**src/rtl/adder_pkg.sv**
```systemverilog
// Shared encodings and helpers for the bit-serial add/subtract datapaths.
package adder_pkg;

  typedef enum logic [1:0] {
    ST_IDLE  = 2'd0,
    ST_SHIFT = 2'd1,
    ST_DONE  = 2'd2
  } st_e;

  // Bit-counter width; at least one bit for the degenerate small widths.
  function automatic int cnt_w(input int w);
    return (w > 1) ? $clog2(w) : 1;
  endfunction

endpackage

```
**src/rtl/serial_subtractor_if.sv**
```systemverilog
// Start/done handshake and operand/result bundle for the serial subtractor.
interface serial_subtractor_if #(
  parameter int WIDTH = 8
);
  logic             start;
  logic [WIDTH-1:0] a;
  logic [WIDTH-1:0] b;
  logic             bin;
  logic             busy;
  logic             done;
  logic [WIDTH-1:0] diff;
  logic             bout;

  modport master (output start, a, b, bin, input busy, done, diff, bout);
  modport slave  (input start, a, b, bin, output busy, done, diff, bout);
endinterface

```
**src/rtl/serial_subtractor_full_sub.sv**
```systemverilog
// 1-bit full-subtractor cell: diff = a ^ b ^ bin, borrow when a < b + bin.
module full_sub (
  input  logic a,
  input  logic b,
  input  logic bin,
  output logic diff,
  output logic bout
);

  assign diff = a ^ b ^ bin;
  assign bout = (~a & b) | (bin & ~(a ^ b));

endmodule

```
**src/rtl/serial_subtractor.sv**
```systemverilog
// Bit-serial a - b - bin, LSB first, one bit per clock through one full_sub cell.
module serial_subtractor
  import adder_pkg::*;
#(
  parameter int WIDTH = 8
) (
  input  logic                clk,
  input  logic                rst,
  serial_subtractor_if.slave  bus
);

  localparam int CW = cnt_w(WIDTH);
  localparam logic [CW-1:0] LAST = CW'(WIDTH - 1);

  st_e              state;
  logic [WIDTH-1:0] a_sr;
  logic [WIDTH-1:0] b_sr;
  logic [WIDTH-2:0] d_sr;
  logic             brw;
  logic [CW-1:0]    cnt;
  logic             busy_r;
  logic             done_r;
  logic [WIDTH-1:0] diff_r;
  logic             bout_r;

  logic             d_bit;
  logic             brw_nxt;
  logic [WIDTH-1:0] d_nxt;

  full_sub u_cell (
    .a    (a_sr[0]),
    .b    (b_sr[0]),
    .bin  (brw),
    .diff (d_bit),
    .bout (brw_nxt)
  );

  // New bit enters at the MSB; after WIDTH steps the first bit has reached bit 0.
  assign d_nxt = {d_bit, d_sr};

  always_ff @(posedge clk or posedge rst) begin
    if (rst) begin
      state  <= ST_IDLE;
      a_sr   <= '0;
      b_sr   <= '0;
      d_sr   <= '0;
      brw    <= 1'b0;
      cnt    <= '0;
      busy_r <= 1'b0;
      done_r <= 1'b0;
      diff_r <= '0;
      bout_r <= 1'b0;
    end else begin
      done_r <= 1'b0;
      case (state)
        // DONE accepts a new request exactly like IDLE for back-to-back operation.
        ST_IDLE, ST_DONE: begin
          if (bus.start) begin
            a_sr   <= bus.a;
            b_sr   <= bus.b;
            brw    <= bus.bin;
            cnt    <= '0;
            busy_r <= 1'b1;
            state  <= ST_SHIFT;
          end else begin
            state  <= ST_IDLE;
          end
        end
        ST_SHIFT: begin
          a_sr <= a_sr >> 1;
          b_sr <= b_sr >> 1;
          d_sr <= d_nxt[WIDTH-1:1];
          brw  <= brw_nxt;
          cnt  <= cnt + 1'b1;
          if (cnt == LAST) begin
            diff_r <= d_nxt;
            bout_r <= brw_nxt;
            busy_r <= 1'b0;
            done_r <= 1'b1;
            state  <= ST_DONE;
          end
        end
        default: begin
          busy_r <= 1'b0;
          state  <= ST_IDLE;
        end
      endcase
    end
  end

  assign bus.busy = busy_r;
  assign bus.done = done_r;
  assign bus.diff = diff_r;
  assign bus.bout = bout_r;

endmodule
```
**src/flat_wrapper.sv**
```systemverilog
// flat-port wrapper written by rule: the top's interface ports become plain ports
module serial_subtractor_flat import adder_pkg::*;
#(
  parameter int WIDTH = 8
)
  (clk, rst, bus_start, bus_a, bus_b, bus_bin, bus_busy, bus_done, bus_diff, bus_bout);
  serial_subtractor_if #(.WIDTH(WIDTH)) bus_i ();
  input  logic clk;
  input  logic rst;
  input wire logic [$bits(bus_i.start)-1:0] bus_start;
  input wire logic [$bits(bus_i.a)-1:0] bus_a;
  input wire logic [$bits(bus_i.b)-1:0] bus_b;
  input wire logic [$bits(bus_i.bin)-1:0] bus_bin;
  output wire logic [$bits(bus_i.busy)-1:0] bus_busy;
  output wire logic [$bits(bus_i.done)-1:0] bus_done;
  output wire logic [$bits(bus_i.diff)-1:0] bus_diff;
  output wire logic [$bits(bus_i.bout)-1:0] bus_bout;
  assign bus_i.start = bus_start;
  assign bus_i.a = bus_a;
  assign bus_i.b = bus_b;
  assign bus_i.bin = bus_bin;
  assign bus_busy = bus_i.busy;
  assign bus_done = bus_i.done;
  assign bus_diff = bus_i.diff;
  assign bus_bout = bus_i.bout;
  serial_subtractor #(.WIDTH(WIDTH)) u_core (.clk(clk), .rst(rst), .bus(bus_i));
endmodule
```
**config.mk**
```make
export PLATFORM = sky130hd
export DESIGN_NAME = serial_subtractor_flat
export DESIGN_NICKNAME = d
export VERILOG_FILES = /design/src/rtl/adder_pkg.sv /design/src/rtl/serial_subtractor_if.sv /design/src/rtl/serial_subtractor_full_sub.sv /design/src/rtl/serial_subtractor.sv /design/src/flat_wrapper.sv
export SDC_FILE = /design/constraint.sdc
export NUM_CORES = 1
export LEC_CHECK = 0
export ABC_AREA = 1
export CORE_MARGIN = 5
export CORE_UTILIZATION = 40
export CTS_CLUSTER_DIAMETER = 80
export CTS_CLUSTER_SIZE = 24
export DETAILED_ROUTE_END_ITERATION = 6
export PLACE_DENSITY = 0.72
export SETUP_SLACK_MARGIN = 0.05
export SLEW_MARGIN = 20
export SYNTH_ARGS = -nofsm -noshare
export SYNTH_HDL_FRONTEND = slang
export SYNTH_HIERARCHICAL = 1
export SYNTH_SLANG_ARGS = --single-unit
export TNS_END_PERCENT = 100
```
**constraint.sdc**
```tcl
create_clock -name clk -period 1.4 [get_ports clk]
set_input_delay 0.28 -clock clk [delete_from_list [all_inputs] [get_ports clk]]
set_output_delay 0.28 -clock clk [all_outputs]
set_load 0.01 [all_outputs]
```
==> Flow_metrics.wiki <==
{| class="wikitable"
! Metric !! Value
|-
| Initial cell density of the core || 40.75%
|-
| Crit path arrival time || 1.45 ns
|-
| Number of nets in the final layout || 292
|-
| Routability Congestion || 0.7628
|-
| Number of antenna violations at the first check in global routing || 0
|-
| IR Drop Worst-Case VDD || 1.115 mV
|-
| Final setup vio count || 0
|-
| Area Overhead vs Synth || 28.80%
|-
| Seq cells post-synth || 40
|-
| Largest net degree at the start of global routing || 41
|-
| Synth warnings || 6
|-
| Final global-route overflow total || 0
|-
| Max FO, Critical Path || 8
|-
| Number of antenna repair diodes || 0
|-
| H-tree depth reported by CTS || 2
|-
| Post-cts hold buffer count || 0
|-
| Static leakage || 1.358 nW
|-
| Max-capacitance violation count || 0
|-
| Slew of the pin with the lowest slew margin || 0.2226 ns
|-
| Filler cell count in the final layout || 456
|-
| Number of global-route vias before repair || 1,446
|-
| Clock root buffer || sky130_fd_sc_hd__clkbuf_8
|-
| Minimum setup slack among reg-to-reg paths || 0.14 ns
|-
| Area of the die || 0.006262 mm²
|-
| Total via count after detailed routing || 1,461
|-
| Tightest Hold Check Type || in2async
|-
| Num CTS Buffers || 5
|-
| Synthesized Nets || 251
|-
| Detailed-route vias per instance || 4.509
|-
| Number of enable flip-flop cells after synthesis || 0
|-
| Post-DRT Antenna Nets || 0
|-
| Power consumption || 0.005494 W
|-
| Final worst path period need || 1.260 ns
|-
| TritonCTS clock tree || yes
|-
| Wire length of the first global-routing pass || 6.486 mm
|-
| Setup repair after global routing missed its margin || no
|-
| Fraction of the cycle the final worst path needs || 90.02%
|-
| Initial drt markers || 63
|-
| Power density relative to cell area || 2231 mW/mm²
|-
| Clock Tree Buf Depth || 2
|-
| Die H || 79.14 µm
|-
| Total DRC errors in the routed layout || 0
|-
| Worst-case headroom to the max-slew limit || 85.16%
|-
| Length of the first detailed-routing pass in iterations || 4
|-
| Final slew viol count || 0
|-
| Core Box Area || 0.004692 mm²
|-
| Synth Flop Type || sky130_fd_sc_hd__dfrtp_1
|-
| Instance count of the mapped netlist || 228
|-
| Result of the run || finished, final reports clean
|-
| Final-layout setup total negative slack || 0 ns
|-
| Top-level port count || 31
|-
| Crit path capture type || flip-flop
|-
| Start-to-end type of the worst setup path || reg2reg
|-
| Share of cells above drive strength 1 || 14.44%
|-
| Number of hold violations in the final report || 0
|-
| FP Rows || 25
|-
| Avg Inst Size Synth || 8.385 µm²
|-
| Critical path data required time || 1.59 ns
|-
| Width of the chip || 79.14 µm
|-
| Distinct cells, synth || 17
|-
| Routed length per instance || 11.69 µm
|-
| Total clock sinks || 40
|-
| Crit path launch type || flip-flop
|-
| Maximum frequency from static timing analysis || 793.5 MHz
|-
| Worst-Skew Late Latency || 0.29 ns
|-
| Total global-route track usage || 13.41%
|-
| Worst Skew || 0.004801 ns
|-
| Total wirelength of the detailed-routed design || 3.786 mm
|-
| Detail Placement HPWL || 2.500 mm
|-
| Proportion of synthesized chip area in sequential cells || 52.36%
|-
| Port Buf Inserts || 30
|-
| Combined area of all synthesized cells || 0.001912 mm²
|-
| Asr flop ratio synth || 100.0%
|-
| Post-CTS clock slew at the launch and capture registers of the worst setup and hold paths || 0.08 ns
|}
## what timing repair did
item                                    4_1_cts  5_1_grt
cloned                                        0        1
resized for setup                            11        1
pin swaps                                     1        1
buffers inserted                              6        0
endpoints found under the setup margin       14       11
## metal layers
layer / up-vias / share of wire [%] / global-route usage [%] / wire [µm]
li1: 766 / - / - / -
met1: 664 / 48 / 17.79 / 1826
met2: 26 / 46 / 20.62 / 1755
met3: 5 / 4.1 / 3.288 / 154
met4: 0 / 1.3 / 6.186 / 50
met5: - / 0 / 0 / 0
## registers in the layout, indices dropped and copies added (netlist names)
signal	count
u_core/a_sr	8
u_core/b_sr	8
u_core/brw	1
u_core/bus.bout	1
u_core/bus.busy	1
u_core/bus.diff	8
u_core/bus.done	1
u_core/cnt	3
u_core/d_sr	7
u_core/state	2
## power breakdown
group          total [W]  leakage (nW)  switching (W)  internal (W)
sequential       0.00198         0.497       0.000290       0.00169
clock            0.00103        0.0645       0.000402      0.000629
combinational    0.00248         0.796        0.00143       0.00104
total            0.00549          1.36        0.00213       0.00337
## critical path: stages, from the launching register on
cell,delay (ns)
sky130_fd_sc_hd__dfrtp_1,0.42
sky130_fd_sc_hd__ha_1,0.22
sky130_fd_sc_hd__ha_2,0.22
sky130_fd_sc_hd__nand2_4,0.13
sky130_fd_sc_hd__buf_4,0.13
sky130_fd_sc_hd__o21ai_2,0.05
## per-stage QoR
step	cells	hold WS, ns	utilization (%)	setup WS (ns)	instance area [µm²]
6_report	324	0.3439	52.48	0.1398	2462
5_1_grt	324	0.3973	52.48	0.06767	2462
4_1_cts	323	0.3523	52.29	0.04753	2454
3_5_place_dp	309	0.4621	48.93	-0.01112	2296
3_3_place_gp	309	0.4565	48.93	0.02175	2296
2_1_floorplan	228	0.4010	-	0.1637	1912
## final cells by class
type | instances | area [µm²] | area share, %
tap | 54 | 67.56 | 2.744
clock inverter | 1 | 30.03 | 1.220
multi-input combinational | 133 | 671.9 | 27.29
timing repair buffer | 42 | 414.1 | 16.82
sequential | 40 | 1001 | 40.65
clock buffer | 7 | 96.34 | 3.913
inverter | 47 | 181.4 | 7.368
## cells in the mapped netlist, types with 2 or more instances
cell	number	area share, %
sky130_fd_sc_hd__nand2_1	73	14
sky130_fd_sc_hd__inv_1	44	8.6
sky130_fd_sc_hd__dfrtp_1	40	52
sky130_fd_sc_hd__nand3_1	30	7.9
sky130_fd_sc_hd__o21ai_0	11	2.9
sky130_fd_sc_hd__o21ai_2	8	3.7
sky130_fd_sc_hd__buf_2	5	1.3
sky130_fd_sc_hd__nand2_4	4	2.4
sky130_fd_sc_hd__buf_6	3	1.8
sky130_fd_sc_hd__ha_1	2	1.3
sky130_fd_sc_hd__inv_4	2	0.65
## cell usage in the layout (no fill, tap or decap)
| cell type | Yosys | final |
|---|---|---|
| sky130_fd_sc_hd__nand2_2 | 0 | 1 |
| sky130_fd_sc_hd__bufinv_16 | 0 | 1 |
| sky130_fd_sc_hd__inv_1 | 44 | 44 |
| sky130_fd_sc_hd__nand2_4 | 4 | 4 |
| sky130_fd_sc_hd__ha_1 | 2 | 1 |
| sky130_fd_sc_hd__inv_2 | 1 | 1 |
| sky130_fd_sc_hd__dfrtp_1 | 40 | 40 |
| sky130_fd_sc_hd__buf_12 | 0 | 3 |
| sky130_fd_sc_hd__dlygate4sd2_1 | 0 | 11 |
| sky130_fd_sc_hd__ha_2 | 0 | 1 |
| sky130_fd_sc_hd__buf_4 | 1 | 9 |
| sky130_fd_sc_hd__fa_1 | 1 | 1 |
| sky130_fd_sc_hd__clkbuf_8 | 0 | 7 |
| sky130_fd_sc_hd__nand3_1 | 30 | 30 |
| sky130_fd_sc_hd__clkdlybuf4s50_1 | 0 | 19 |
| sky130_fd_sc_hd__nand2_1 | 73 | 73 |
| sky130_fd_sc_hd__inv_4 | 2 | 2 |
| sky130_fd_sc_hd__nor2_1 | 1 | 1 |
| sky130_fd_sc_hd__o21ai_0 | 11 | 11 |
| sky130_fd_sc_hd__o21ai_2 | 8 | 8 |
| sky130_fd_sc_hd__nor2_4 | 1 | 1 |
| sky130_fd_sc_hd__a21oi_2 | 1 | 1 |
## path summary, 6_finish.rpt
path / from / to / cells after the start
worst max-delay path: u_core/cnt[0]$_DFFE_PP0P_ / u_core/bus.diff[6]$_DFFE_PP0P_ / 5
worst min-delay path: rst / u_core/b_sr[5]$_DFFE_PP0P_ / 3
worst max register to register: u_core/cnt[0]$_DFFE_PP0P_ / u_core/bus.diff[6]$_DFFE_PP0P_ / 5
worst min register to register: u_core/d_sr[0]$_DFFE_PP0P_ / u_core/bus.diff[0]$_DFFE_PP0P_ / 2
max in group asynchronous: rst / u_core/bus.diff[1]$_DFFE_PP0P_ / 3
min in group clk: u_core/d_sr[0]$_DFFE_PP0P_ / u_core/bus.diff[0]$_DFFE_PP0P_ / 2
## cells by family after synthesis
family                     after synthesis  share of synthesized area (%)
and+or+nand+nor                        109                          25.33
buffers and inverters                   56                          12.96
DFF                                     40                          52.36
AOI/OAI and AO/OA                       20                          7.003
adders and majority gates                3                          2.356
(Power assumes the default switching activity.)
